File: config.mk
export PLATFORM = sky130hd
export DESIGN_NAME = caravel_wb_responder
export DESIGN_NICKNAME = d
export VERILOG_FILES = /design/src/rtl/caravel_wb_pkg.sv /design/src/rtl/wb_timeout_counter.sv /design/src/rtl/caravel_wb_responder.sv
export SDC_FILE = /design/constraint.sdc
export NUM_CORES = 1
export LEC_CHECK = 0
export ABC_AREA = 1
export CORE_MARGIN = 4
export CORE_UTILIZATION = 30
export DETAILED_ROUTE_END_ITERATION = 8
export PLACE_DENSITY_LB_ADDON = 0.2
export SLEW_MARGIN = 20
export SYNTH_ARGS = -nofsm -noshare
export SYNTH_HDL_FRONTEND = slang
export SYNTH_SLANG_ARGS = --single-unit
File: constraint.sdc
create_clock -name wb_clk_i -period 3.8 [get_ports wb_clk_i]
set_clock_uncertainty 0.15 [all_clocks]
set_input_delay 0.57 -clock wb_clk_i [delete_from_list [all_inputs] [get_ports wb_clk_i]]
set_output_delay 0.57 -clock wb_clk_i [all_outputs]
set_load 0.01 [all_outputs]
File: src/rtl/caravel_wb_pkg.sv
// Shared definitions for the caravel_wb bus: widths, responder state encoding,
// the captured memory command payload and a saturating counter helper.
package caravel_wb_pkg;

  localparam int unsigned WB_DATA_WIDTH            = 32;
  localparam int unsigned WB_SEL_WIDTH             = 4;
  localparam int unsigned CARAVEL_WB_ADDRESS_WIDTH = 28;
  localparam int unsigned ERROR_COUNT_WIDTH        = 8;

  typedef enum logic [1:0] {
    ST_IDLE    = 2'd0,
    ST_REQUEST = 2'd1,
    ST_RESPOND = 2'd2,
    ST_ERROR   = 2'd3
  } wb_state_e;

  // Write-side payload captured on accept and presented to the memory port.
  typedef struct packed {
    logic                     we;
    logic [WB_SEL_WIDTH-1:0]  sel;
    logic [WB_DATA_WIDTH-1:0] wdata;
  } mem_cmd_t;

  function automatic logic [ERROR_COUNT_WIDTH-1:0] sat_inc(input logic [ERROR_COUNT_WIDTH-1:0] v);
    return (&v) ? v : v + ERROR_COUNT_WIDTH'(1);
  endfunction

endpackage

File: src/rtl/wb_timeout_counter.sv
// Wait-state counter for the responder's timeout build.
// Ports:
//   clk, rst  clock and asynchronous active-high reset
//   clear     hold the count at zero
//   enable    count one wait cycle
//   expired   registered flag, high while the count equals LIMIT (count freezes there)
module wb_timeout_counter #(
  parameter int unsigned LIMIT = 255
) (
  input  logic clk,
  input  logic rst,
  input  logic clear,
  input  logic enable,
  output logic expired
);

  localparam int unsigned CW = 8;
  localparam logic [CW-1:0] LIMIT_W = CW'(LIMIT);

  logic [CW-1:0] count_q;

  // expired is registered alongside the count so it reflects (count == LIMIT) without a compare on the output.
  always_ff @(posedge clk or posedge rst) begin
    if (rst) begin
      count_q <= '0;
      expired <= 1'b0;
    end else if (clear) begin
      count_q <= '0;
      expired <= 1'b0;
    end else if (enable && !expired) begin
      count_q <= count_q + CW'(1);
      expired <= ((count_q + CW'(1)) == LIMIT_W);
    end
  end

endmodule

File: src/rtl/caravel_wb_responder.sv
// Wishbone (pipelined) slave that forwards single transactions to a
// variable-latency word-addressed memory port and returns ack/error/read data.
// One window of 4*2^MEM_ADDRESS_WIDTH bytes at BASE_ADDRESS is decoded; any
// other or misaligned address gets an error response.
// Optional build macro CARAVEL_WB_RESPONDER_TIMEOUT_EN: abort a memory request
// with an error after TIMEOUT_CYCLES wait states.
// Ports:
//   wb_clk_i, wb_rst_i                    clock, asynchronous active-high reset
//   wb_cyc_i/stb_i/we_i/sel_i/data_i/adr_i  initiator request
//   wb_ack_o, wb_error_o, wb_stall_o, wb_data_o  response (data only during read ack)
//   mem_req_o/we_o/sel_o/adr_o/wdata_o    memory request, held until mem_ready_i
//   mem_ready_i, mem_rdata_i              memory completion and read data
//   busy_o                                transaction in flight
//   error_count_o                         saturating count of error responses
module caravel_wb_responder
  import caravel_wb_pkg::*;
#(
  parameter logic [CARAVEL_WB_ADDRESS_WIDTH-1:0] BASE_ADDRESS = 28'h0000000,
  parameter int unsigned MEM_ADDRESS_WIDTH = 10,
  parameter int unsigned TIMEOUT_CYCLES    = 255
) (
  input  logic                                wb_clk_i,
  input  logic                                wb_rst_i,
  input  logic                                wb_cyc_i,
  input  logic                                wb_stb_i,
  input  logic                                wb_we_i,
  input  logic [WB_SEL_WIDTH-1:0]             wb_sel_i,
  input  logic [WB_DATA_WIDTH-1:0]            wb_data_i,
  input  logic [CARAVEL_WB_ADDRESS_WIDTH-1:0] wb_adr_i,
  output logic                                wb_ack_o,
  output logic                                wb_stall_o,
  output logic                                wb_error_o,
  output logic [WB_DATA_WIDTH-1:0]            wb_data_o,
  output logic                                mem_req_o,
  output logic                                mem_we_o,
  output logic [WB_SEL_WIDTH-1:0]             mem_sel_o,
  output logic [MEM_ADDRESS_WIDTH-1:0]        mem_adr_o,
  output logic [WB_DATA_WIDTH-1:0]            mem_wdata_o,
  input  logic                                mem_ready_i,
  input  logic [WB_DATA_WIDTH-1:0]            mem_rdata_i,
  output logic                                busy_o,
  output logic [ERROR_COUNT_WIDTH-1:0]        error_count_o
);

  localparam int unsigned AW  = CARAVEL_WB_ADDRESS_WIDTH;
  localparam int unsigned MAW = MEM_ADDRESS_WIDTH;
  localparam logic [AW:0] WINDOW_BYTES = (AW + 1)'(1) << (MAW + 2);

  // Elaboration-time parameter sanity checks.
  if (BASE_ADDRESS[1:0] != 2'b00) begin : g_bad_base
    $error("BASE_ADDRESS must be 4-byte aligned");
  end
  if (TIMEOUT_CYCLES < 1 || TIMEOUT_CYCLES > 255) begin : g_bad_timeout
    $error("TIMEOUT_CYCLES must be within 1..255");
  end

  wb_state_e state_q, state_d;
  mem_cmd_t  cmd_q, cmd_d;
  logic [MAW-1:0] adr_d;
  logic [ERROR_COUNT_WIDTH-1:0] err_cnt_d;
  logic [WB_DATA_WIDTH-1:0] rdata_d;
  logic aborted_q, aborted_d;
  logic ack_d, err_d;
  logic timeout_expired;

  // Address decode: offset from base, computed at bus width; addresses below base never wrap into the window.
  logic [AW-1:0] offset;
  logic in_window, aligned;
  assign offset    = wb_adr_i - BASE_ADDRESS;
  assign in_window = (wb_adr_i >= BASE_ADDRESS) && ({1'b0, offset} < WINDOW_BYTES);
  assign aligned   = (wb_adr_i[1:0] == 2'b00);

`ifdef CARAVEL_WB_RESPONDER_TIMEOUT_EN
  wb_timeout_counter #(
    .LIMIT (TIMEOUT_CYCLES)
  ) u_timeout (
    .clk     (wb_clk_i),
    .rst     (wb_rst_i),
    .clear   (state_q != ST_REQUEST),
    .enable  ((state_q == ST_REQUEST) && !mem_ready_i),
    .expired (timeout_expired)
  );
`else
  assign timeout_expired = 1'b0;
`endif

  // Next-state and registered-output values. Responses are decided on the edge
  // that enters RESPOND/ERROR, so cyc is sampled there; once cyc has been seen
  // low during a transaction the response stays suppressed.
  always_comb begin
    state_d   = state_q;
    cmd_d     = cmd_q;
    adr_d     = mem_adr_o;
    aborted_d = aborted_q;
    err_cnt_d = error_count_o;
    rdata_d   = '0;
    ack_d     = 1'b0;
    err_d     = 1'b0;

    if (state_q != ST_IDLE && !wb_cyc_i) aborted_d = 1'b1;

    case (state_q)
      ST_IDLE: begin
        if (wb_cyc_i && wb_stb_i) begin
          aborted_d = 1'b0;
          if (aligned && in_window) begin
            state_d = ST_REQUEST;
            cmd_d   = '{we: wb_we_i, sel: wb_sel_i, wdata: wb_data_i};
            adr_d   = offset[MAW+1:2];
          end else begin
            state_d   = ST_ERROR;
            err_d     = 1'b1;
            err_cnt_d = sat_inc(error_count_o);
          end
        end
      end
      ST_REQUEST: begin
        if (mem_ready_i) begin
          state_d = ST_RESPOND;
          if (wb_cyc_i && !aborted_q) begin
            ack_d = 1'b1;
            if (!cmd_q.we) rdata_d = mem_rdata_i;
          end
        end else if (timeout_expired) begin
          state_d   = ST_ERROR;
          err_d     = wb_cyc_i && !aborted_q;
          err_cnt_d = sat_inc(error_count_o);
        end
      end
      ST_RESPOND: state_d = ST_IDLE;
      ST_ERROR:   state_d = ST_IDLE;
      default:    state_d = ST_IDLE;
    endcase
  end

  // State and output registers.
  always_ff @(posedge wb_clk_i or posedge wb_rst_i) begin
    if (wb_rst_i) begin
      state_q       <= ST_IDLE;
      cmd_q         <= '0;
      aborted_q     <= 1'b0;
      wb_ack_o      <= 1'b0;
      wb_error_o    <= 1'b0;
      wb_stall_o    <= 1'b0;
      wb_data_o     <= '0;
      mem_req_o     <= 1'b0;
      mem_adr_o     <= '0;
      busy_o        <= 1'b0;
      error_count_o <= '0;
    end else begin
      state_q       <= state_d;
      cmd_q         <= cmd_d;
      aborted_q     <= aborted_d;
      wb_ack_o      <= ack_d;
      wb_error_o    <= err_d;
      wb_stall_o    <= (state_d != ST_IDLE);
      wb_data_o     <= rdata_d;
      mem_req_o     <= (state_d == ST_REQUEST);
      mem_adr_o     <= adr_d;
      busy_o        <= (state_d != ST_IDLE);
      error_count_o <= err_cnt_d;
    end
  end

  assign mem_we_o    = cmd_q.we;
  assign mem_sel_o   = cmd_q.sel;
  assign mem_wdata_o = cmd_q.wdata;

endmodule
==> metrics.txt <==
fill count 1122; Synthesis Warnings 0; antenna-violating nets left 0; FF+latch count, synth 94; largest cells by area after synthesis dfrtp_1, nand2_1, nor2_1; # setup viols final 0; async set-or-reset flop fraction in the synthesized netlist 100%; number of synthesized flops with an enable pin 0; CTS Buffer Depth 2; vias post-DR 3200; Post-Layout Inst Area 6110 µm²; distinct cell type count after synthesis 25; Die Span X 120 µm; sequential area share after synthesis 62.4%; Post-synth top cells nand2_1, dfrtp_1, nor2_1, inv_1, nand2_2; area leader, netlist dfrtp_1; antenna cells 0; gpl congestion 0.809; Final period util 68.7%; Num Clock Sinks 94; Placed Area 5820 µm²; Gate Count Post-Synth 412; Worst Path Arrival 2.73 ns; setup_tns 0 ns; Root Buffer clkbuf_16; Max Freq 0.383 GHz; antenna violations before repair 0; Layout area overhead 62.1%; final worst slack 1.19 ns; vias per cell 4.11; WS Path Type input port to register; Mapped Nets 515; vias in the first global route 3331; Worst VDD drop 0.225 mV; Worst-path clk slew 0.06 ns; first-pass GRT wire length 16.7 mm; Worst slew margin 32.9%; Critical Path Fanout Max 48; Starting Density 31.0%; worst skew pair latency 0.34 ns; MaxCap Viol Count 0; core area 12200 µm²; CP Capture Type register; worst path required time 3.93 ns; fin nets 708; Pwr per Cell Area 367 nW/µm²; Final min period 2.61 ns; GRT Overall Usage 14.7%; DR iter-0 viols 100; height of the die 120 µm; Ports 194; Rows 40; post-DP HPWL 7.53 mm; Post-Syn Area 3770 µm²; DR pass1 iterations 4; PostCTS Resize Cnt 0; startpoint types input port; die area 14400 µm²; final wirelength 10.2 mm; fin. max-slew vios 0; Synth Flop Type dfrtp_1; Wirelength per Cell 13.2 µm; final hold viol count 0; GRT overflow 0; hold buffer count at CTS 0; H-tree depth 3; largest net degree at the start of global routing 49; RSZ-0062 raised after global routing false; # DRC 0; dpl ws 0.814 ns; Setup Buffers After CTS 0; Static Leak 3.09 nW; syn_area_per_cell 9.15 µm²; Hold Crit Class register to register; top-count cell post-synth nand2_1; Worst Max-Slew Pin Slew 1.00 ns; CTS tree done; Core Util, Final 50.2%; status finished, final reports clean; IO Port Bufs 193; share of cells above drive strength 1 7.54%; Synth top area share 62.4%; Num CTS Buffers 9
-- cells by family after synthesis --
group	Yosys count	synth area share, %
AO/OA/AOI/OAI	5	0.664
adder cells (fa/ha/maj)	1	0.332
buffers and inverters	60	7.70
XOR/XNOR	2	0.465
AND/OR/NAND/NOR	250	28.4
flip-flops	94	62.4
-- layout make-up --
cell class | instances | area [µm²] | area share (%)
well taps | 168 | 210 | 3.44
inverters | 45 | 171 | 2.81
repair buffers | 197 | 1960 | 32.1
multi-input cells | 258 | 1130 | 18.5
flip-flops and latches | 94 | 2350 | 38.5
clock buffers | 12 | 256 | 4.20
clock inverters | 4 | 30.0 | 0.492
-- per-stage QoR --
step	power, mW	hold WS, ns	instances
floorplan	1.20	0.335	412
global placement	1.41	0.312	762
detailed placement	1.41	0.315	762
CTS	2.29	0.332	778
global route	2.36	0.348	778
finish	2.24	0.325	778
-- placed cells by master, fill, tap and decap left out --
cell,count
clkdlybuf4s50_1,193
nand2_1,161
dfrtp_1,94
nor2_1,47
inv_1,43
nand2_2,20
clkbuf_16,9
nand4_1,8
o21ai_0,5
nand3_1,4
buf_4,4
nand3b_1,3
clkbuf_8,2
nor2_2,1
or2_1,1
nor2_4,1
and2_1,1
nand4_4,1
inv_2,1
nand3_2,1
inv_4,1
nand4_2,1
xor2_1,1
xnor2_1,1
ha_1,1
inv_6,1
clkinv_4,1
clkbuf_1,1
clkinvlp_4,1
clkinv_2,1
-- registers in the layout (all words and copies together), names as in the netlist --
name and cells:
state_q 2, error_count_o 8, wb_ack_o 1, aborted_q 1
mem_wdata_o 32, mem_we_o 1, wb_error_o 1, wb_data_o 32
mem_sel_o 4, busy_o 1, mem_adr_o 10, mem_req_o 1
-- routing by layer --
metal / GRT usage, % / part of all wire, % / vias up
met2: 23.3 / 46 / 135
met5: 0 / 0 / -
li1: - / - / 1611
met3: 7.49 / 12 / 13
met1: 16.9 / 40 / 1441
met4: 6.16 / 2.0 / 0
-- worst max-delay path, cell delays in order --
cell	delay (ns)
clkdlybuf4s50_1	0.48
nand2_1	0.05
inv_1	0.06
nand2_1	0.06
inv_1	0.28
nand4_4	0.12
buf_4	0.28
inv_2	0.09
buf_4	0.48
nand2_1	0.10
nand2_1	0.08
-- power by group --
part / internal, mW / switching (mW)
Combinational: 0.183 / 0.126
Sequential: 1.04 / 0.0384
Clock: 0.482 / 0.378
-- path summary, 6_finish.rpt --
path                                startpoint               to  slack (ns)  depth (start not counted)
worst max-delay path                  wb_cyc_i   mem_wdata_o[3]        1.19                         11
worst min-delay path            mem_wdata_o[2]   mem_wdata_o[2]        0.33                          2
worst max register to register      state_q[0]   mem_wdata_o[3]        1.49                          9
worst min register to register  mem_wdata_o[2]   mem_wdata_o[2]        0.33                          2
max in group asynchronous             wb_rst_i  mem_wdata_o[11]        2.20                          3
min in group asynchronous             wb_rst_i         wb_ack_o        0.51                          2
No activity file was read; power rests on OpenSTA's default activity.
